--- config.mk ---
export PLATFORM = sky130hd
export DESIGN_NAME = pma_range_match
export DESIGN_NICKNAME = d
export VERILOG_FILES = /design/src/rtl/pma_pkg.sv /design/src/rtl/pma_range_match.sv
export SDC_FILE = /design/constraint.sdc
export NUM_CORES = 1
export LEC_CHECK = 0
export BUFFER_PORTS_ARGS = -buffer_cell sky130_fd_sc_hd__buf_4
export CORE_MARGIN = 4
export CORE_UTILIZATION = 35
export DETAILED_ROUTE_END_ITERATION = 8
export GPL_TIMING_DRIVEN = 1
export SYNTH_ARGS = -nofsm -noshare
export SYNTH_HDL_FRONTEND = slang
export SYNTH_SLANG_ARGS = --single-unit
--- constraint.sdc ---
create_clock -name vclk -period 11.5
set_clock_uncertainty 0.1 [all_clocks]
set_input_delay 1.725 -clock vclk [all_inputs]
set_output_delay 1.725 -clock vclk [all_outputs]
set_load 0.02 [all_outputs]
--- src/rtl/pma_pkg.sv ---
// rtl/pma_pkg.sv - shared types, attribute bit positions and fault helper for the PMA checker
package pma_pkg;

  // Widest physical address the rule table can hold; narrower instances zero-extend.
  localparam int unsigned PmaMaxAddrW = 64;

  // Bit positions inside the 5-bit attribute vector {NI, C, X, W, R}.
  localparam int unsigned PMA_ATTR_R  = 0;
  localparam int unsigned PMA_ATTR_W  = 1;
  localparam int unsigned PMA_ATTR_X  = 2;
  localparam int unsigned PMA_ATTR_C  = 3;
  localparam int unsigned PMA_ATTR_NI = 4;

  typedef logic [PmaMaxAddrW-1:0] pma_addr_t;

  typedef struct packed {
    logic ni;
    logic c;
    logic x;
    logic w;
    logic r;
  } pma_attr_t;

  typedef enum logic [1:0] {
    LOAD  = 2'd0,
    STORE = 2'd1,
    FETCH = 2'd2
  } pma_access_e;

  typedef struct packed {
    pma_addr_t base;
    pma_addr_t len;
    pma_attr_t attr;
    logic      lock;
  } pma_rule_t;

  // Permission check; the reserved access type 3 is checked like a load.
  function automatic logic pma_fault(input pma_attr_t attr, input logic [1:0] acc);
    logic f;
    case (acc)
      STORE:   f = !attr.w;
      FETCH:   f = !attr.x;
      default: f = !attr.r;
    endcase
    return f;
  endfunction

endpackage

--- src/rtl/pma_range_match.sv ---
// rtl/pma_range_match.sv - single-rule combinational address range matcher
// Ports:
//   rule_i  - rule entry (only base and len are used here)
//   addr_i  - lookup address
//   match_o - 1 when addr_i lies in [base, base+len) and len != 0
module pma_range_match
  import pma_pkg::*;
#(
  parameter int unsigned AddrWidth = 64
) (
  input  pma_rule_t            rule_i,
  input  logic [AddrWidth-1:0] addr_i,
  output logic                 match_o
);

  logic [AddrWidth-1:0] base;
  logic [AddrWidth-1:0] len;
  logic [AddrWidth:0]   limit;
  logic                 unused_rule_bits;

  assign base  = rule_i.base[AddrWidth-1:0];
  assign len   = rule_i.len[AddrWidth-1:0];

  // One extra bit so a region reaching past the top of the address space
  // still covers everything up to the all-ones address instead of wrapping.
  assign limit = {1'b0, base} + {1'b0, len};

  assign match_o = (len != '0) && (addr_i >= base) && ({1'b0, addr_i} < limit);

  assign unused_rule_bits = ^{rule_i.attr, rule_i.lock};

endmodule

==> results of run 1 <==
==> cell families (layout without fill, tap and decap cells) <==
kind of cell / count (synthesis) / after routing
simple gates: 255 / 255
compound gates: 328 / 328
xor+xnor: 61 / 61
buf+inv: 109 / 281
fa+ha+maj: 192 / 192
==> worst max-delay path by stage <==
stage	end	slack, ps	cells after the start
finish	match_o	3170	24
global route	match_o	2710	24
CTS	match_o	3180	22
detailed placement	match_o	3190	22
global placement	match_o	3240	22
floorplan	match_o	4120	22
==> cell type report <==
type | instances | area, µm²
Fill cell | 2066 | 10500
Multi-Input combinational cell | 836 | 6450
Timing Repair Buffer | 193 | 1450
Inverter | 88 | 330
Tap cell | 260 | 325
==> layout by cell type, fill, tap and decap left out, types with 4 or more instances in the layout <==
master,n
o21bai_1,17
nor2_1,48
xnor2_1,40
a21oi_2,4
a31oi_1,7
and3_1,5
nor3_1,14
ha_1,191
o21ai_1,16
o31ai_1,6
o211ai_1,4
o21a_1,7
nor4_1,20
nor2b_1,9
o21ai_0,35
a211oi_1,10
a21o_1,78
nand2b_1,10
and4_1,5
nand3_1,16
inv_1,88
buf_4,193
a21oi_1,101
xor2_1,21
nand2_1,72
nand4_1,41
a311oi_1,4
==> per-layer routing <==
layer,GRT usage,vias to the layer above,share of wire
met3,0.0171,26,0.050
li1,-,3896,-
met5,0,-,0.00087
met2,0.366,194,0.48
met4,0.0245,2,0.014
met1,0.265,3368,0.46
==> critical path, delay by kind of cell <==
kind	cells	cell delay (ps)
compound gates	14	2660
xor+xnor	1	150
fa+ha+maj	3	920
buf+inv	3	330
simple gates	3	720
==> power by group through the flow <==
stage / Combinational [mW] / Sequential [mW] / Clock, mW
floorplan: 0.325 / 0 / 0
global route: 0.548 / 0 / 0
finish: 0.482 / 0 / 0
CTS: 0.483 / 0 / 0
detailed placement: 0.479 / 0 / 0
global placement: 0.476 / 0 / 0
==> qor.txt, run 1 <==
Antenna diodes = 0
die area = 21900 µm²
Leak Pwr = 4.52 nW
HP Start = rule_i[133]
NetSw = 0.259 mW
VDD IR max = 22.9 µV
Hold Buf Count CTS = 0
Setup crit end kind = output port
DRT Wirelength = 23.1 mm
fin. max-slew vios = 0
placed insts = 1377
drt pass-1 iters = 5
utilization after layout = 0.450
Synth Area in Compound Gates = 0.320
drt via density = 5.44
endpoints failing setup = 0
half-perimeter wire length after placement = 21.2 mm
WP data required = 9680 ps
post-synthesis cell area = 6870 µm²
CTS resizes = 0
layout cells sized above 1 = 0.194
global-route wire length before repair = 36.7 mm
global route total overflow = 0
worst-path cell chain = buf_4, ha_1, inv_1, fa_1, nor2b_4, o211ai_2, a31oi_2, a221oi_1, o21ai_2, a311oi_1, nor2_2, a21oi_1, nor3_1, xnor2_1, ha_1, a21oi_1, o21ai_1, a21o_1, a21oi_1, o31ai_1, a21o_1, a2111oi_0, o311a_1, buf_4
Rows = 50
MaxCap Viol Count = 0
count of cell types in the netlist = 67
Core ar. = 19000 µm²
final hold violation count = 0
largest family of logic cells by synthesized area = adder cells
Slew @ Worst Pin = 753 ps
placer congestion estimate = 0.906
Area growth syn-to-layout = 24.5%
largest net degree at the start of global routing = 10
post-CTS setup buffer count = 0
FFs & Latches = 0
Gate Count Post-Synth = 945
IO Count = 199
critical path arrival = 6510 ps
Cell Area, Placed = 8550 µm²
area leader, netlist = ha_1
NumNets Final = 1509
hold path cells = 5
CP Launch Point = rule_i[6]
crit path launch type = primary input
total track usage = 0.201
Port-buffer cells = 193
post-synth top area share = 0.348
Min-Delay Endpoint = match_o
number of global-route vias before repair = 7554
crit-path max cell delay = 440 ps
Rel. slew slack = 0.485
syn avg cell area = 7.27 µm²
most frequent cells after synthesis = 191 x ha_1, 101 x a21oi_1, 88 x inv_1, 78 x a21o_1, 72 x nand2_1
setup_tns = 0 ps
combinational share of power = 1.000
Slowest cell on crit path = fa_1
Final WS setup = 3170 ps
Antenna Nets Post-Route = 0
Hold Crit Class = primary input to output port
Vias = 7486
status = finished, final reports clean
initial antenna violation count = 1
post-synthesis xor/xnor area fraction = 0.0778
die height = 148 µm
Cell Count, Final, Fillers Out = 1377
Synth Area in Adders = 0.351
Syn Nets = 1335
Clk pwr share = 0
sequential cell area = 0 µm²
register area share after synthesis = 0
fin area = 8550 µm²
fraction of synthesized area in multiplexers = 0
simple-gate area share of the yosys netlist = 0.189
final-layout clock buffer total = 0
Seq pwr share = 0
Remaining DRCs = 0
crit share post-route = 0.725
DR iter-0 viols = 459
cell area power density = 56.3 nW/µm²
Pwr Total = 0.482 mW
CP Max Fanout = 5
most frequent cell after synthesis = ha_1
Fin Hold WS = 4020 ps
most used cell, CP = a21oi_1
Final min period = 8330 ps
Pint = 0.223 mW
fmax = 0.120 GHz
Setup CP Type = primary input to output port
Die Wd = 148 µm
RSZ-0062 raised after global routing = false
top post-synthesis cells by area = ha_1 35%, a21o_1 8.5%, a21oi_1 7.4%
pre-CTS setup slack = 3190 ps
YS warnings = 0
initial core utilization = 0.361
WL per Instance = 16.8 µm
switch share = 0.537
(Power assumes the default switching activity.)
==> run 2: changes to the inputs <==
==> constraint.sdc (replaced) <==
create_clock -name vclk -period 7.25
set_clock_uncertainty 0.1 [all_clocks]
set_input_delay 1.0875 -clock vclk [all_inputs]
set_output_delay 1.0875 -clock vclk [all_outputs]
set_load 0.02 [all_outputs]
==> run 2 against run 1 <==
Against the previous run:
- sequential share of layout area unchanged
- non-clock buffer count rose by 2
- combinational power increased by 60%
- cell count is 0.15% higher
- routed wire length fell by 0.32%
- hold slack lost 1300 ps
- final area rose by 0.38%
- total power is 60% higher
- die area unchanged
- critical path depth is the same
- via count fell by 0.13%
- first-iteration DRC count down 11%
- largest cell class unchanged
- largest power group unchanged
==> qor.txt, run 2 (synthesis results as in run 1) <==
status = finished, final reports clean
drt via density = 5.42
NumNets Final = 1511
Final min period = 6920 ps
Final WS setup = 334 ps
endpoints failing setup = 0
fin. max-slew vios = 0
initial antenna violation count = 1
total track usage = 0.199
IO Count = 199
Die Wd = 148 µm
most common cell after layout, fill and taps aside = buf_4
Cell Count, Final, Fillers Out = 1379
utilization after layout = 0.451
half-perimeter wire length after placement = 21.1 mm
largest net degree at the start of global routing = 10
fin area = 8580 µm²
crit-path max cell delay = 440 ps
Antenna diodes = 0
DRT Wirelength = 23.0 mm
number of global-route vias before repair = 7548
Area growth syn-to-layout = 25.0%
WL per Instance = 16.7 µm
CP Max Fanout = 5
cell family with most CP delay = compound AO/OA/AOI/OAI gates
placer congestion estimate = 0.900
Hold Buf Count CTS = 0
Slew @ Worst Pin = 779 ps
Fin Hold WS = 2760 ps
layout cells sized above 1 = 0.198
Setup crit end kind = output port
Leak Pwr = 4.53 nW
commonest cells after routing, fill and taps aside = 195 x buf_4, 191 x ha_1, 100 x a21oi_1
cell area power density = 89.6 nW/µm²
Rows = 50
worst-path cell chain = buf_4, ha_1, inv_1, fa_1, nor2b_4, o211ai_2, a31oi_2, a221oi_1, o21ai_2, a311oi_1, nor2_2, a21oi_1, nor3_1, xnor2_1, ha_1, a21oi_1, o21ai_1, a21o_1, a21oi_1, o31ai_1, a21o_1, a2111oi_1, o311a_1, buf_4
final hold violation count = 0
Port-buffer cells = 193
critical path arrival = 5730 ps
Pwr Total = 0.769 mW
setup_tns = 0 ps
DR iter-0 viols = 409
global-route wire length before repair = 36.5 mm
Cell Area, Placed = 8550 µm²
global route total overflow = 0
Setup CP Type = primary input to output port
Antenna Nets Post-Route = 0
pre-CTS setup slack = 267 ps
drt pass-1 iters = 5
MaxCap Viol Count = 0
final-layout clock buffer total = 0
Slowest cell on crit path = fa_1
placed insts = 1377
Buf/Inv on CP = 3
Remaining DRCs = 0
Hold Crit Class = primary input to output port
WP data required = 6060 ps
initial core utilization = 0.361
crit share post-route = 0.954
fmax = 0.145 GHz
FFs & Latches = 0
crit path launch type = primary input
Vias = 7476
Rel. slew slack = 0.467
sequential cell area = 0 µm²
die area = 21900 µm²
most used cell, CP = a21oi_1
VDD IR max = 37.9 µV
die height = 148 µm
Core ar. = 19000 µm²
## run 2: changes by cell type in the layout (fill, tap and decap cells not counted)
cell       change
buf_4          +2
a2111oi_0      -1
a2111oi_1      +1
a21oi_1        -1
a21oi_2        +1
a221oi_1       -1
a221oi_2       +1
nor4_1         -1
nor4_2         +1
## run 2: worst paths after layout
kind / slack (ps) / startpoint / depth (start not counted) / endpoint
worst max-delay path: 330 / rule_i[6] / 24 / match_o
worst min-delay path: 2760 / rule_i[12] / 6 / match_o
## run 2: layout make-up
class / count / area (µm²)
multi-input combinational: 836 / 6460
inverter: 88 / 330
tap: 260 / 325
timing repair buffer: 195 / 1460
fill: 2060 / 10400
## run 2: per-layer routing
metal	track usage	part of all wire	wire length, µm
met4	0.0180	0.011	261
met3	0.0168	0.062	1420
met2	0.365	0.48	11100
met1	0.264	0.44	10200
met5	0	0.00057	13
## run 2: where the power goes
part | switching (mW) | leakage [nW] | internal, mW | total (mW)
Clock | 0 | 0 | 0 | 0
Combinational | 0.412 | 4.53 | 0.357 | 0.769
Sequential | 0 | 0 | 0 | 0
## run 2: timing repair
item,in CTS,in global routing
setup buffers,0,2
resized for setup,0,4
setup endpoints to repair,0,1
